--- src/rtl/tick_uart_tx.sv ---
// Tick-paced UART transmitter: frames a parallel word (start, LSB-first data,
// optional parity, stop bits) and shifts one bit per qualifying divider tick.
module tick_uart_tx #(
  parameter int DATA_W     = 8,
  parameter int STOP_BITS  = 1,
  parameter int PARITY_EN  = 0,
  parameter int PARITY_ODD = 0
) (
  input  logic              clk,
  input  logic              rst,
  input  logic              tick,
  output logic              tick_clr,
  input  logic [DATA_W-1:0] din,
  input  logic              din_valid,
  output logic              din_ready,
  output logic              txd,
  output logic              busy
);

  localparam int CNT_W = $clog2(DATA_W + 1);
  localparam logic [CNT_W-1:0] LAST_BIT = CNT_W'(DATA_W - 1);
  // Stop counter value at which the final stop bit is being sent.
  localparam logic STOP_LAST = (STOP_BITS == 2);

  typedef enum logic [2:0] {
    IDLE,
    START,
    DATA,
    PARITY,
    STOP
  } state_t;

  state_t            state_reg, state_next;
  logic [DATA_W-1:0] shift_reg, shift_next;
  logic [CNT_W-1:0]  bit_cnt_reg, bit_cnt_next;
  logic              stop_cnt_reg, stop_cnt_next;
  logic              parity_reg, parity_next;
  logic              tick_clr_reg, tick_clr_next;
  logic              accept;
  logic              tick_q;
  logic [DATA_W:0]   par_chain;

  // Parity is folded from the incoming word so it is ready at acceptance.
  assign par_chain[0] = (PARITY_ODD != 0);
  generate
    for (genvar gi = 0; gi < DATA_W; gi++) begin : g_par
      assign par_chain[gi+1] = par_chain[gi] ^ din[gi];
    end
  endgenerate

  assign accept = din_valid & (state_reg == IDLE);
  // The tick_clr cycle's tick belongs to the old divider phase, so drop it.
  assign tick_q = tick & ~tick_clr_reg & (state_reg != IDLE);

  always_ff @(posedge clk) begin
    if (rst) begin
      state_reg    <= IDLE;
      shift_reg    <= '0;
      bit_cnt_reg  <= '0;
      stop_cnt_reg <= 1'b0;
      parity_reg   <= 1'b0;
      tick_clr_reg <= 1'b0;
    end else begin
      state_reg    <= state_next;
      shift_reg    <= shift_next;
      bit_cnt_reg  <= bit_cnt_next;
      stop_cnt_reg <= stop_cnt_next;
      parity_reg   <= parity_next;
      tick_clr_reg <= tick_clr_next;
    end
  end

  always_comb begin
    state_next    = state_reg;
    shift_next    = shift_reg;
    bit_cnt_next  = bit_cnt_reg;
    stop_cnt_next = stop_cnt_reg;
    parity_next   = parity_reg;
    tick_clr_next = 1'b0;
    txd           = 1'b1;

    case (state_reg)
      IDLE: begin
        txd = 1'b1;
        if (accept) begin
          shift_next    = din;
          bit_cnt_next  = '0;
          stop_cnt_next = 1'b0;
          parity_next   = par_chain[DATA_W];
          tick_clr_next = 1'b1;
          state_next    = START;
        end
      end
      START: begin
        txd = 1'b0;
        if (tick_q) state_next = DATA;
      end
      DATA: begin
        txd = shift_reg[0];
        if (tick_q) begin
          shift_next   = shift_reg >> 1;
          bit_cnt_next = bit_cnt_reg + 1'b1;
          if (bit_cnt_reg == LAST_BIT)
            state_next = (PARITY_EN != 0) ? PARITY : STOP;
        end
      end
      PARITY: begin
        txd = parity_reg;
        if (tick_q) state_next = STOP;
      end
      STOP: begin
        txd = 1'b1;
        if (tick_q) begin
          if (stop_cnt_reg == STOP_LAST) state_next = IDLE;
          else stop_cnt_next = 1'b1;
        end
      end
      default: begin
        txd        = 1'b1;
        state_next = IDLE;
      end
    endcase
  end

  assign tick_clr  = tick_clr_reg;
  assign din_ready = (state_reg == IDLE);
  assign busy      = (state_reg != IDLE);

endmodule

--- config.mk ---
export PLATFORM = sky130hd
export DESIGN_NAME = tick_uart_tx
export DESIGN_NICKNAME = d
export VERILOG_FILES = /design/src/rtl/tick_uart_tx.sv
export SDC_FILE = /design/constraint.sdc
export NUM_CORES = 1
export LEC_CHECK = 0
export BUFFER_PORTS_ARGS = -buffer_cell sky130_fd_sc_hd__buf_2
export CORE_ASPECT_RATIO = 1.1
export CORE_UTILIZATION = 40
export DETAILED_ROUTE_END_ITERATION = 7
export GPL_ROUTABILITY_DRIVEN = 1
export GPL_TIMING_DRIVEN = 0
export PLACE_DENSITY_LB_ADDON = 0.3
export SYNTH_ARGS = -nofsm -noshare
export SYNTH_HDL_FRONTEND = slang
export SYNTH_SLANG_ARGS = --single-unit
--- constraint.sdc ---
create_clock -name clk -period 1.7 [get_ports clk]
set_input_delay 0.17 -clock clk [delete_from_list [all_inputs] [get_ports clk]]
set_output_delay 0.17 -clock clk [all_outputs]
set_load 0.01 [all_outputs]
-- Word-level counts from Yosys, hierarchy flattened
Cells that the tools add are included.
- register bits after elaboration: 18
- input bits: 12
- output and inout bits: 4
- add/sub/neg operators: 1
- eq/ne operators: 12
- multiplexer cells: 20
- bitwise gates (word level): 12
- reductions and logical operators: 9
- operators by type and width (cell ; number):
    two-way mux 3 bit ; 7
    two-way mux 8 bit ; 2
    case mux 8 bit (2 select lines) ; 1
    case mux 3 bit (5 select lines) ; 1
    inequality test 2 bit (second input constant) ; 6
    two-way mux 4 bit ; 2
    case mux 4 bit (2 select lines) ; 1
    AND reduction 7 bit ; 1
    bitwise XOR 1 bit ; 7
    equality test 3 x 2 -> 1 bit (second input constant) ; 2
    AND reduction 3 bit ; 2
    adder 4 x 1 -> 4 bit (second input constant) ; 1
    equality test 4 x 3 -> 1 bit (second input constant) ; 1
    two-way mux 1 bit ; 4
    nonzero test 2 bit ; 2
    bitwise AND 1 bit ; 3
    equality test 3 x 1 -> 1 bit (second input constant) ; 1
    equality test 3 bit (second input constant) ; 1
    logical NOT 3 bit ; 1
    case mux 1 bit (3 select lines) ; 1
    nonzero test 3 bit ; 1
    inequality test 2 x 1 -> 1 bit (second input constant) ; 1
    NOT 1 bit ; 2
    case mux 1 bit (2 select lines) ; 1
    other kinds (2) ; 2

-- Longest topological paths before layout
Gate-level depths: netlist of the first run.
- word-level depth: 7
- depth in mapped cells: 6
- depth with buffers taken out: 4

-- Least setup slack after synthesis of the first run
OpenSTA, ideal clock, no wires.
- kind: register -> register
- from: register state_reg[2]
- to: register shift_reg[0]
- data arrival time: 1204 ps
- slack: 416 ps
- stages on the path, launching flop included: 7
- buffers on the path: 2
- period minus slack after synthesis: 1284 ps
- cell sequence: dfxtp_1 -> or2_1 -> buf_6 -> a21oi_4 -> buf_6 -> nor2_1 -> a211oi_2
- cells in the longest elaborated chain, start to end: 4
- elaborated cells on any way between the ends: 10
- classes of those cells: 3 x eq/ne; 1 x mux; 2 x bitwise; 4 x reduce/logical
- ends and longest elaborated chain (item ; RTL line ; RTL):
    start: declaration ; 33 ; state_t state_reg, state_next;
    start signal: assignment ; 64 ; state_reg <= state_next;
    nonzero test 3 bit or logical NOT 3 bit (tied branches) ; 53, 51, 82 ;
    bitwise AND 1 bit (on tied branches) ; 53, 51 ;
    inequality test 2 bit (no line) or inequality test 2 x 1 -> 1 bit (tied branches) ; n/a ;
    AND reduction 3 bit (no line) ; n/a ;
    end signal: assignment ; 65 ; shift_reg <= shift_next;
    end: declaration ; 34 ; logic [DATA_W-1:0] shift_reg, shift_next;
Parallel ways exist; a longest one is shown, timed or not.
A chain may end at the register's enable or synchronous reset.

-- Worst setup path after layout of the first run
- from: register state_reg[1]
- to: output txd
- cells in the longest elaborated chain, start to end: 2
- elaborated cells on any way between the ends: 4
- classes of those cells: 3 x eq/ne; 1 x mux
- ends and longest elaborated chain (item ; RTL line ; RTL):
    equality test 3 x 2 -> 1 bit or equality test 3 x 1 -> 1 bit (tied branches) ; 82 ; case (state_reg)
    case mux 1 bit (3 select lines) * ; 82 ;
    end: declaration ; 16 ; output logic txd,
Every way passes the cells marked *; elsewhere a longest branch is shown, timed or not.

==> metrics.yaml, run 1 <==
rr_endpoint: "shift_reg[6]"
hold_class: "input pin to flip-flop"
cts_made_buffers: 3
layout.nets: 131
synth_xor_area_frac: 0.0887
power_uw: 878
start_kind: "flip-flop"
crit_slowest_cell: "dfxtp_1"
synthArstFlopShare: 0
syn_area_um2: 888
worst_slew_pin_slew_ns: 0.498
hold_viol: 0
largest_register_ff_count: 8
via_per_inst: 5.07
antenna_found_initial: 0
postLayoutCellArea_um2: 1060
coreArea_um2: 2040
min_from: "din[7]"
port_buffers: 14
synthSimpleGateAreaFrac: 0.172
drt-total-wl_um: 1790
fin_tns_setup_ns: 0
slew_violations: 0
die-area_um2: 2410
cts_hold_buffers: 0
powerDensity_nw_per_um2: 829
leakage_nw: 0.399
post-synth-top-area-cell: "dfxtp_1"
grt_max_degree: 11
gp_congestion: 0.733
seq_area_frac_synth: 0.383
cts_root_buf: "clkbuf_4"
required_ns: 1.53
r2r_cells: 6
fillers: 207
synthDominantCellAreaShare: 0.383
overflow: 0
cp-startpoint: "state_reg[1]"
synth_edf_count: 0
r2r_slack_ns: 0.27
r2r_start: "state_reg[1]"
ys_seq_elements: 17
ys_top_cells_by_count: "17 x dfxtp_1, 15 x nor2_1, 8 x xnor2_1, 7 x mux2i_1, 6 x a211oi_1"
final_util: 0.518
die_h_um: 51.4
synth.distinct_cells: 32
synth_most_common_cell: "dfxtp_1"
critical_path_class: "flip-flop to output port"
dp_hpwl_um: 1360
first_global_vias: 675
min_path_cells: 3
synthMuxAreaShare: 0.0789
syn_inst: 96
synth.net_count: 109
ant_nets: 0
synth_top_family_by_area: "compound AO/OA/AOI/OAI gates"
antenna_cells: 0
num_vias: 735
clock-sinks: 17
synth_compound_area_frac: 0.201
cts.clk_slew.worst_paths_ns: 0.09
synthFlopType: "dfxtp_1"
relSlewSlack: 0.668
crit_chain: "buf_6, buf_8, a21oi_1, a311o_1, buf_2"
wl_per_cell_um: 12.4
cts_buffer_depth: 2
groute.usage.overall: 0.177
cts_tree: "done"
area_growth_pct: 19.2
finalCritPeriodShare: 0.921
num_rows: 17
yosysWarnings: 0
arrival_ns: 1.40
min_to: "shift_reg[7]"
peakVddDrop_mv: 0.533
status: "complete, no violations"
period_minus_slack_ns: 1.57
htree_levels: 1
firstDrtPassIters: 4
setup_viol: 0
fin_skew_ns: 0.00542
synthAdderAreaFrac: 0.0141
clock_latency_ns: 0.29
rsz0062_at_grt: "no"
syn_area_per_cell_um2: 9.25
die_x_um: 46.9
start_util: 0.435
end_kind: "output port"
grt_pass1_wl_um: 2990
cpPeakStageDelay_ns: 0.34
placement.cell_area_um2: 993
final_layout_size_suffix_gt1_frac: 0.248
drtIter0Drc: 12
crit_fanout: 9
cap_viol_max_count: 0
io_pins: 16
drc: 0
synth_area_leaders: "dfxtp_1 38%, mux2i_1 7.9%, xnor2_1 7.9%, nor2_1 6.3%, a211oi_1 5.1%"
max_freq_mhz: 639
[cells in the final DEF (no fill, tap or decap), drive strengths merged, types with 2 or more instances in the layout]
cell    synthesis  routed
clkbuf          2       6
dfxtp          17      17
a211oi          9       9
inv             4       4
buf             4      21
a21oi           4       4
o21ai           2       2
nand3           2       2
nand2b          2       2
mux2i           7       7
a31oi           2       2
nor3            4       4
xnor2           8       8
nor2           16      16
[critical path, delay by kind of cell, from the launching register on]
family / cells / cell delay [ns]
buffers and inverters: 3 / 0.39
DFF: 1 / 0.34
AOI/OAI and AO/OA: 2 / 0.38
[stage by stage]
stage | std cells | worst slack [ns] | hold slack (ns)
finish | 145 | 0.135 | 0.164
global route | 145 | 0.0500 | 0.153
CTS | 142 | 0.0348 | 0.160
detailed placement | 138 | 0.173 | 0.467
global placement | 138 | 0.179 | 0.456
floorplan | 96 | 0.416 | 0.331
[worst max path at each step]
stage / cells past startpoint / slack (ns) / to
detailed placement: 5 / 0.17 / txd
floorplan: 6 / 0.42 / shift_reg[0]
global placement: 5 / 0.18 / txd
CTS: 5 / 0.03 / txd
global route: 5 / 0.05 / txd
finish: 5 / 0.13 / txd
[cell families (layout without fill, tap and decap cells)]
family | count (synthesis) | after routing
flops | 17 | 17
fa+ha+maj | 1 | 1
compound gates | 22 | 22
buf+inv | 10 | 31
mux | 7 | 7
xor+xnor | 9 | 9
simple gates | 30 | 30
[what timing repair did]
item,CTS,global route
buffers inserted,0,3
hold endpoints to repair,0,0
resized for setup,3,2
endpoints found under the setup margin,1,1
cloned,0,0
[cell type report]
type,count,area (µm²),share of cell area
inverter,4,15.0,0.0142
tap,28,35.0,0.0331
timing repair buffer,17,92.6,0.0875
clock buffer,4,26.3,0.0248
buffer,6,56.3,0.0532
multi-input combinational,69,493,0.466
sequential,17,340,0.322
[per-layer routing]
layer | GRT usage | wire [µm] | up-vias
met5 | 0 | 0 | -
met4 | 0.0857 | 29 | 0
met3 | 0.0318 | 47 | 4
met2 | 0.264 | 834 | 16
met1 | 0.239 | 880 | 333
li1 | - | - | 382
[power by group]
group	internal, mW	leakage (nW)	total [mW]	switching (mW)
Combinational	0.104	0.244	0.216	0.112
Clock	0.0911	0.0150	0.215	0.124
Sequential	0.428	0.140	0.447	0.0188
Total	0.623	0.399	0.878	0.255
(Power assumes the default switching activity.)
==> run 2, diff against run 1 <==
--- a/config.mk
+++ b/config.mk
@@ -12,6 +12,7 @@
 export GPL_ROUTABILITY_DRIVEN = 1
 export GPL_TIMING_DRIVEN = 0
 export PLACE_DENSITY_LB_ADDON = 0.3
+export SETUP_SLACK_MARGIN = 0.1
 export SYNTH_ARGS = -nofsm -noshare
 export SYNTH_HDL_FRONTEND = slang
 export SYNTH_SLANG_ARGS = --single-unit
==> constraint.sdc (replaced) <==
create_clock -name clk -period 1.7 [get_ports clk]
set_input_delay 0.255 -clock clk [delete_from_list [all_inputs] [get_ports clk]]
set_output_delay 0.255 -clock clk [all_outputs]
set_load 0.01 [all_outputs]
==> run 2 against run 1 <==
Against the previous run:
- sequential power is essentially flat
- die area did not move
- register-to-register slack hardly changed
- largest power group unchanged
- non-clock buffer count increased by 1
- highest routed layer unchanged
- combinational power up 3%
==> metrics.yaml, run 2 (synthesized netlist as in run 1, its figures left out) <==
status: "complete, no violations"
end_kind: "output port"
grt_max_degree: 11  # unchanged
fin_tns_setup_ns: 0  # unchanged
wl_per_cell_um: 12.7  # +2.6%
firstDrtPassIters: 4  # unchanged
most-common-layout-cells: "14 x nor2_1, 14 x dfxtp_1, 14 x buf_2, 8 x xnor2_1, 7 x mux2i_1"
via_per_inst: 5.10  # +0.53%
cts_made_buffers: 3  # unchanged
overflow: 0  # unchanged
first_global_vias: 697  # +3.3%
cts_hold_buffers: 0  # unchanged
min_from: "din[7]"
htree_levels: 1  # unchanged
gp_congestion: 0.733  # unchanged
io_pins: 16  # unchanged
fin_skew_ns: 0.00814  # +0.00271 ns
max_freq_mhz: 664  # +4.0%
critical_path_class: "flip-flop to output port"
final_util: 0.528  # +0.00919
powerDensity_nw_per_um2: 822  # -0.84%
drtIter0Drc: 9  # -3
drt-total-wl_um: 1850  # +3.4%
peakVddDrop_mv: 0.556  # +4.3%
worst_slew_pin_slew_ns: 0.489  # -0.00883 ns
largest_register_ff_count: 8  # unchanged
port_buffers: 14  # unchanged
groute.usage.overall: 0.187  # +0.00986
area_growth_pct: 21.3
crit_fanout: 7  # -2
postLayoutCellArea_um2: 1080  # +1.8%
hold_class: "input pin to flip-flop"
arrival_ns: 1.25  # -0.15 ns
clock_latency_ns: 0.29  # about the same
layout.nets: 132  # +0.76%
r2r_slack_ns: 0.27  # about the same
r2r_cells: 6  # unchanged
cts.clk_slew.worst_paths_ns: 0.09  # about the same
ant_nets: 0  # unchanged
drc: 0  # unchanged
relSlewSlack: 0.674  # +0.00589
r2r_start: "state_reg[1]"
num_rows: 17  # unchanged
min_to: "shift_reg[7]"
rsz0062_at_grt: "yes"
start_kind: "flip-flop"
grt_pass1_wl_um: 3160  # +5.5%
cts_buffer_depth: 2  # unchanged
dp_hpwl_um: 1360  # unchanged
required_ns: 1.44  # -0.09 ns
rr_endpoint: "shift_reg[6]"
placement.cell_area_um2: 993  # unchanged
start_util: 0.435  # unchanged
hold_viol: 0  # unchanged
antenna_cells: 0  # unchanged
final_layout_size_suffix_gt1_frac: 0.297  # +0.0487
finalCritPeriodShare: 0.885  # -0.0353
die-area_um2: 2410  # unchanged
die_x_um: 46.9  # unchanged
cts_root_buf: "clkbuf_4"
slew_violations: 0  # unchanged
antenna_found_initial: 0  # unchanged
cts_tree: "done"
period_minus_slack_ns: 1.51  # -0.0599 ns
holdWs_ns: 0.253  # +0.0892 ns
setup_viol: 0  # unchanged
die_h_um: 51.4  # unchanged
cap_viol_max_count: 0  # unchanged
min_path_cells: 3  # unchanged
coreArea_um2: 2040  # unchanged
leakage_nw: 0.408  # +2.4%
clock-sinks: 17  # unchanged
num_vias: 744  # +1.2%
==> run 2: worst max-delay path, stage by stage (launching register included) <==
cell and delay (ns):
dfxtp_2 0.36, or2_1 0.24, buf_6 0.14, nor2_4 0.07, inv_1 0.04, buf_2 0.12
==> run 2: per-layer routing <==
metal	share of wire	track usage	wire length [µm]
met1	0.48	0.259	897
met2	0.48	0.275	882
met3	0.029	0.0318	53
met4	0.0092	0.0857	17
met5	0	0	0
==> run 2: cell type report <==
cell class / instances / area [µm²]
repair buffers: 19 / 108
plain buffers: 5 / 45.0
well taps: 28 / 35.0
multi-input cells: 69 / 504
fillers: 207 / 965
inverters: 4 / 15.0
clock buffers: 4 / 26.3
flip-flops and latches: 17 / 344
==> run 2: what timing repair did <==
action	CTS	global route
pin swaps	0	2
setup buffers	4	1
gates resized for setup	7	4
gates cloned	0	0
setup endpoints to repair	3	5
==> run 2: per-stage QoR <==
stage                     power [mW]  setup WS [ns]  std cells
after floorplan                0.605          0.340         96
after global placement         0.655         0.0936        138
after detailed placement       0.662         0.0882        138
after CTS                      0.889          0.105        146
after global routing           0.949         0.0968        146
final                          0.886          0.195        146
==> run 2: worst max path at each step <==
stage	from	end	slack, ns
2_1_floorplan	state_reg[1]	txd	0.34
3_3_place_gp	state_reg[1]	txd	0.09
3_5_place_dp	state_reg[1]	txd	0.09
4_1_cts	state_reg[0]	busy	0.10
5_1_grt	state_reg[2]	busy	0.1
6_report	state_reg[2]	busy	0.19
==> run 2: power breakdown <==
part | leakage (nW) | switching [mW] | internal (mW) | total, mW
sequential | 0.141 | 0.0203 | 0.429 | 0.449
combinational | 0.252 | 0.114 | 0.109 | 0.223
clock | 0.0150 | 0.123 | 0.0910 | 0.214
total | 0.408 | 0.257 | 0.629 | 0.886
